[src/rtl/signmag_to_twos_serial_if.sv]
// Handshake bundle for the sign/magnitude to two's-complement converter.
// in_* carries operands in, out_* carries results out; valid/ready on each side.
interface signmag_to_twos_serial_if #(
  parameter int WIDTH = 4
);
  logic             in_valid;
  logic             in_ready;
  logic             in_sign;
  logic [WIDTH-1:0] in_mag;
  logic             out_valid;
  logic             out_ready;
  logic [WIDTH-1:0] out;
  logic             out_err;

  modport master (
    output in_valid, in_sign, in_mag, out_ready,
    input  in_ready, out_valid, out, out_err
  );

  modport slave (
    input  in_valid, in_sign, in_mag, out_ready,
    output in_ready, out_valid, out, out_err
  );
endinterface

[src/rtl/signmag_to_twos_serial.sv]
// Rebuilds a two's-complement value from sign + magnitude, negating bit-serially
// LSB first (copy through first 1, then invert). Ports: clk, reset, bus (slave).
module signmag_to_twos_serial #(
  parameter int WIDTH = 4
) (
  input logic clk,
  input logic reset,
  signmag_to_twos_serial_if.slave bus
);
  localparam int CW = $clog2(WIDTH) + 1;
  localparam logic [WIDTH-1:0] MIN_MAG = {1'b1, {(WIDTH-1){1'b0}}};

  typedef enum logic [1:0] {IDLE, COPY, INV, DONE} state_t;

  state_t           state;
  state_t           state_nx;
  logic [WIDTH-1:0] sh;
  logic [WIDTH-1:0] res;
  logic [WIDTH-1:0] out_q;
  logic             sign_q;
  logic             err_q;
  logic             out_err_q;
  logic [CW-1:0]    cnt;
  logic             res_bit;
  logic             last;
  logic             accept;
  logic             busy;

  assign bus.in_ready  = (state == IDLE);
  assign bus.out_valid = (state == DONE);
  assign bus.out       = out_q;
  assign bus.out_err   = out_err_q;

  assign accept = bus.in_valid && (state == IDLE);
  assign busy   = (state == COPY) || (state == INV);
  assign last   = (cnt == CW'(WIDTH - 1));

  always_comb begin
    state_nx = state;
    res_bit  = sh[0];
    unique case (state)
      IDLE: if (accept) state_nx = COPY;
      COPY: begin
        res_bit = sh[0];
        if (last)
          state_nx = DONE;
        else if (sign_q && sh[0])
          state_nx = INV;
      end
      INV: begin
        res_bit = ~sh[0];
        if (last) state_nx = DONE;
      end
      DONE: if (bus.out_ready) state_nx = IDLE;
    endcase
  end

  always_ff @(posedge clk) begin
    if (reset) begin
      state     <= IDLE;
      sh        <= '0;
      res       <= '0;
      out_q     <= '0;
      sign_q    <= 1'b0;
      err_q     <= 1'b0;
      out_err_q <= 1'b0;
      cnt       <= '0;
    end else begin
      state <= state_nx;
      if (accept) begin
        sh     <= bus.in_mag;
        sign_q <= bus.in_sign;
        res    <= '0;
        cnt    <= '0;
        err_q  <= (!bus.in_sign && bus.in_mag[WIDTH-1]) ||
                  (bus.in_sign && (bus.in_mag > MIN_MAG));
      end else if (busy) begin
        // result bits enter at the MSB so bit 0 lands at the bottom after WIDTH shifts
        sh  <= sh >> 1;
        res <= {res_bit, res[WIDTH-1:1]};
        cnt <= cnt + CW'(1);
        // publish only the complete word, never a partial one
        if (last) begin
          out_q     <= {res_bit, res[WIDTH-1:1]};
          out_err_q <= err_q;
        end
      end
    end
  end
endmodule

[src/flat_wrapper.sv]
// flat-port wrapper written by rule: the top's interface ports become plain ports
module signmag_to_twos_serial_flat 
#(
  parameter int WIDTH = 4
)
  (clk, reset, bus_in_valid, bus_in_sign, bus_in_mag, bus_out_ready, bus_in_ready, bus_out_valid, bus_out, bus_out_err);
  signmag_to_twos_serial_if #(.WIDTH(WIDTH)) bus_i ();
  input logic clk;
  input logic reset;
  input wire logic [$bits(bus_i.in_valid)-1:0] bus_in_valid;
  input wire logic [$bits(bus_i.in_sign)-1:0] bus_in_sign;
  input wire logic [$bits(bus_i.in_mag)-1:0] bus_in_mag;
  input wire logic [$bits(bus_i.out_ready)-1:0] bus_out_ready;
  output wire logic [$bits(bus_i.in_ready)-1:0] bus_in_ready;
  output wire logic [$bits(bus_i.out_valid)-1:0] bus_out_valid;
  output wire logic [$bits(bus_i.out)-1:0] bus_out;
  output wire logic [$bits(bus_i.out_err)-1:0] bus_out_err;
  assign bus_i.in_valid = bus_in_valid;
  assign bus_i.in_sign = bus_in_sign;
  assign bus_i.in_mag = bus_in_mag;
  assign bus_i.out_ready = bus_out_ready;
  assign bus_in_ready = bus_i.in_ready;
  assign bus_out_valid = bus_i.out_valid;
  assign bus_out = bus_i.out;
  assign bus_out_err = bus_i.out_err;
  signmag_to_twos_serial #(.WIDTH(WIDTH)) u_core (.clk(clk), .reset(reset), .bus(bus_i));
endmodule
[config.mk]
export PLATFORM = sky130hd
export DESIGN_NAME = signmag_to_twos_serial_flat
export DESIGN_NICKNAME = d
export VERILOG_FILES = /design/src/rtl/signmag_to_twos_serial_if.sv /design/src/rtl/signmag_to_twos_serial.sv /design/src/flat_wrapper.sv
export SDC_FILE = /design/constraint.sdc
export NUM_CORES = 1
export LEC_CHECK = 0
export BUFFER_PORTS_ARGS = -buffer_cell sky130_fd_sc_hd__clkbuf_2
export CAP_MARGIN = 25
export CORE_MARGIN = 2
export CORE_UTILIZATION = 35
export CTS_BUF_LIST = sky130_fd_sc_hd__clkbuf_8
export DETAILED_ROUTE_END_ITERATION = 16
export PLACE_DENSITY = 0.57
export SLEW_MARGIN = 10
export SYNTH_ARGS = -nofsm -noshare
export SYNTH_HDL_FRONTEND = slang
export SYNTH_SLANG_ARGS = --single-unit
[constraint.sdc]
create_clock -name clk -period 1.9 [get_ports clk]
set_input_delay 0.285 -clock clk [delete_from_list [all_inputs] [get_ports clk]]
set_output_delay 0.285 -clock clk [all_outputs]
set_load 0.005 [all_outputs]
==> impl_results.md <==
- Residual DRC: 0
- Post-DP Area: 1050 um2
- Pleak: 0.000452 uW
- Post-CTS sizing: 0
- Dpl cells: 143
- Setup_tns: 0 ns
- Max-cap viol count: 0
- Syn Inst Count: 99
- Total GRT Usage: 13.6%
- Hold Crit Start: bus_in_mag[3]
- Multiplexer share of the synthesized area: 9.18%
- Hpwl dp: 1.47 mm
- Final hold viol count: 0
- Drt first-iter violations: 11
- Hold_buf cts: 0
- Main combinational cell family by area after synthesis: simple AND/OR/NAND/NOR gates
- Syn_area_per_cell: 9.37 um2
- Root Buffer Master: clkbuf_8
- Vias in the first global route: 758
- Most frequent cells in the layout: dfxtp_1 (19), clkbuf_2 (15), nor2_1 (10)
- Fin crit period: 1.78 ns
- Worst-case hold slack: 0.278 ns
- DR vias: 730
- CP Depth: 5
- Synth Area in Compound Gates: 16.3%
- Largest net degree at the start of global routing: 18
- Worst Path Arrival: 1.92 ns
- CP top delay family: flip-flops
- Post-layout nets: 134
- First-pass GRT wire length: 3.39 mm
- Synth Area in Adders: 9.45%
- Crit Path Category: flip-flop to flip-flop
- Boundary Pins: 16
- DRT Wirelength: 1.93 mm
- Layout Utilization: 43.7%
- Starting Density: 37.1%
- I/O Buffers: 15
- Clock Tree Buf Depth: 2
- Die Ht: 55.5 um
- Actual slew at the worst max-slew pin: 0.327 ns
- Seq/Total Area, Yosys: 41.0%
- Hold endpoint: u_core.sh[3]
- Worst skew pair latency: 0.25 ns
- Drt via density: 4.97
- # rows: 18
- Pins Over Slew Limit: 0
- Synth Register Bits: 19
- Final Non-Filler Cells: 147
- Library cells used by synthesis: 25
- Die area: 3080 um2
- Commonest non-fill, non-tap cell in the layout: dfxtp_1
- Area grow syn2layout: 17.8%
- Status: complete, no violations
- Wire per inst: 13.2 um
- Relative slew slack: 78.2%
- Post-route cell area: 1090 um2
- Maximum VDD drop: 0.000606 V
- Die width: 55.5 um
- Max Clock Freq: 562 MHz
- Pwr per Cell Area: 1420 nW/um2
- Syn nets: 115
- Placer Congestion: 0.736
- Post-DRT Antenna Nets: 0
- Worst reg-to-reg setup slack: 0.12 ns
- CTS clk-pin slew, worst paths: 0.07 ns
- Inserted Clock Buffers: 3
- Yosys Warn Count: 0
- Number of diodes: 0
- Reg-to-reg endpoint: u_core.state[0]
- RSZ-0062 raised after global routing: false
- Pre-Repair DR Iteration Count: 4
- Initial antenna violation count: 0
- Share of cells above drive strength 1: 22.2%
- H-tree levels: 1
- Critical-path top delay cell: dfxtp_1
- Critical Path RT: 2.04 ns
- Simple-gate area share of the yosys netlist: 17.7%
- Post-CTS Setup Bufs: 0
- CP Capture Type: flip-flop
- Post-synthesis cell area: 927 um2
- Synth Area in XOR/XNOR: 1.89%
- Crit-path cells: inv_1 -> ha_1 -> nand3b_1 -> a221oi_4 -> mux2_4
- Critical-path maximum fanout: 5
- CP Launch Type: flip-flop
- RR Startpoint: u_core.state[0]
- Setup violations, final: 0
- Slowest stage delay, CP: 0.43 ns
- Core Region: 2500 um2
- CTS Sinks: 19
- Final Cycle Share: 93.6%
- Grt ovf: 0
- Hold Path Class: primary input to flip-flop
- CTS tree: yes
- Worst path buffer plus inverter count: 1
- Worst reg2reg path depth: 5
- Worst-case clock skew: 0.000857 ns
- Worst hold path depth: 3
## cells in the mapped netlist
master    instances  area share (%)
dfxtp_1          19              41
nor2_1           10             4.0
a21oi_1           8             4.3
ha_1              7             9.4
mux2i_1           7             7.6
nand2_1           6             2.4
a211oi_1          5             4.0
inv_1             5             2.0
o21ai_0           5             2.7
nand2b_1          4             2.7
nand4_1           4             2.7
buf_2             2             1.1
clkbuf_1          2            0.81
nand3_1           2             1.1
nand3b_1          2             1.6
xnor2_1           2             1.9
a221oi_4          1             2.8
a31oi_1           1            0.68
and2_1            1            0.68
clkbuf_2          1            0.54
mux2_4            1             1.6
nor2b_1           1            0.68
o21ba_4           1             1.8
or3_1             1            0.68
or4b_2            1             1.1
## kinds of logic after synthesis
group | Yosys count
AO/OA/AOI/OAI | 21
buffers and inverters | 10
flip-flops | 19
adder cells (fa/ha/maj) | 7
AND/OR/NAND/NOR | 32
multiplexers | 8
XOR/XNOR | 2
## area by class of cell
type                            count  area (um2)
Clock buffer                        3        41.3
Clock inverter                      1        3.75
Fill cell                         264        1410
Inverter                            5        18.8
Multi-Input combinational cell     70         505
Sequential cell                    19         380
Tap cell                           30        37.5
Timing Repair Buffer               19         105
## per-stage QoR
stage	power (uW)	setup slack, ns
after floorplan	1120	0.296
after CTS	1560	0.130
after detailed placement	1290	0.137
final	1550	0.121
after global placement	1250	0.262
after global routing	1660	0.0209
## worst reg2reg max path: cells and delay by family (launching register included)
kind	cells	cell delay (ns)
AOI/OAI and AO/OA	1	0.31
DFF	1	0.43
buffers and inverters	1	0.13
muxes	1	0.33
and+or+nand+nor	1	0.23
adders and majority gates	1	0.26
## state kept, by name, summed over array words and instances, names as in the netlist
register	flops
u_core.res	3
u_core.cnt	3
u_core.state	2
u_core.bus.out	4
u_core.err_q	1
u_core.bus.out_err	1
u_core.sh	4
u_core.sign_q	1
## worst max path at each step
| stage | slack (ns) | endpoint | start |
|---|---|---|---|
| finish | 0.12 | u_core.state[0] | u_core.state[0] |
| global route | 0.02 | u_core.state[0] | u_core.state[0] |
| CTS | 0.13 | u_core.state[0] | u_core.state[0] |
| detailed placement | 0.14 | u_core.state[0] | u_core.state[0] |
| global placement | 0.26 | u_core.state[0] | u_core.state[0] |
| floorplan | 0.30 | u_core.state[0] | u_core.cnt[0] |
## power breakdown
| group | switching [uW] | internal, uW | total (uW) |
|---|---|---|---|
| Clock | 121 | 143 | 264 |
| Sequential | 72.4 | 487 | 559 |
| Combinational | 382 | 340 | 723 |
## per-layer routing
layer	global-route usage (%)	vias to the layer above	share of wire (%)	wire (um)
li1	-	380	-	-
met1	16.1	340	45	864
met2	24.3	8	52	1010
met3	3.04	2	2.4	47
met4	4.18	0	0.52	10
met5	0	-	0	0
Note: power is estimated with default switching activity, not from simulation.
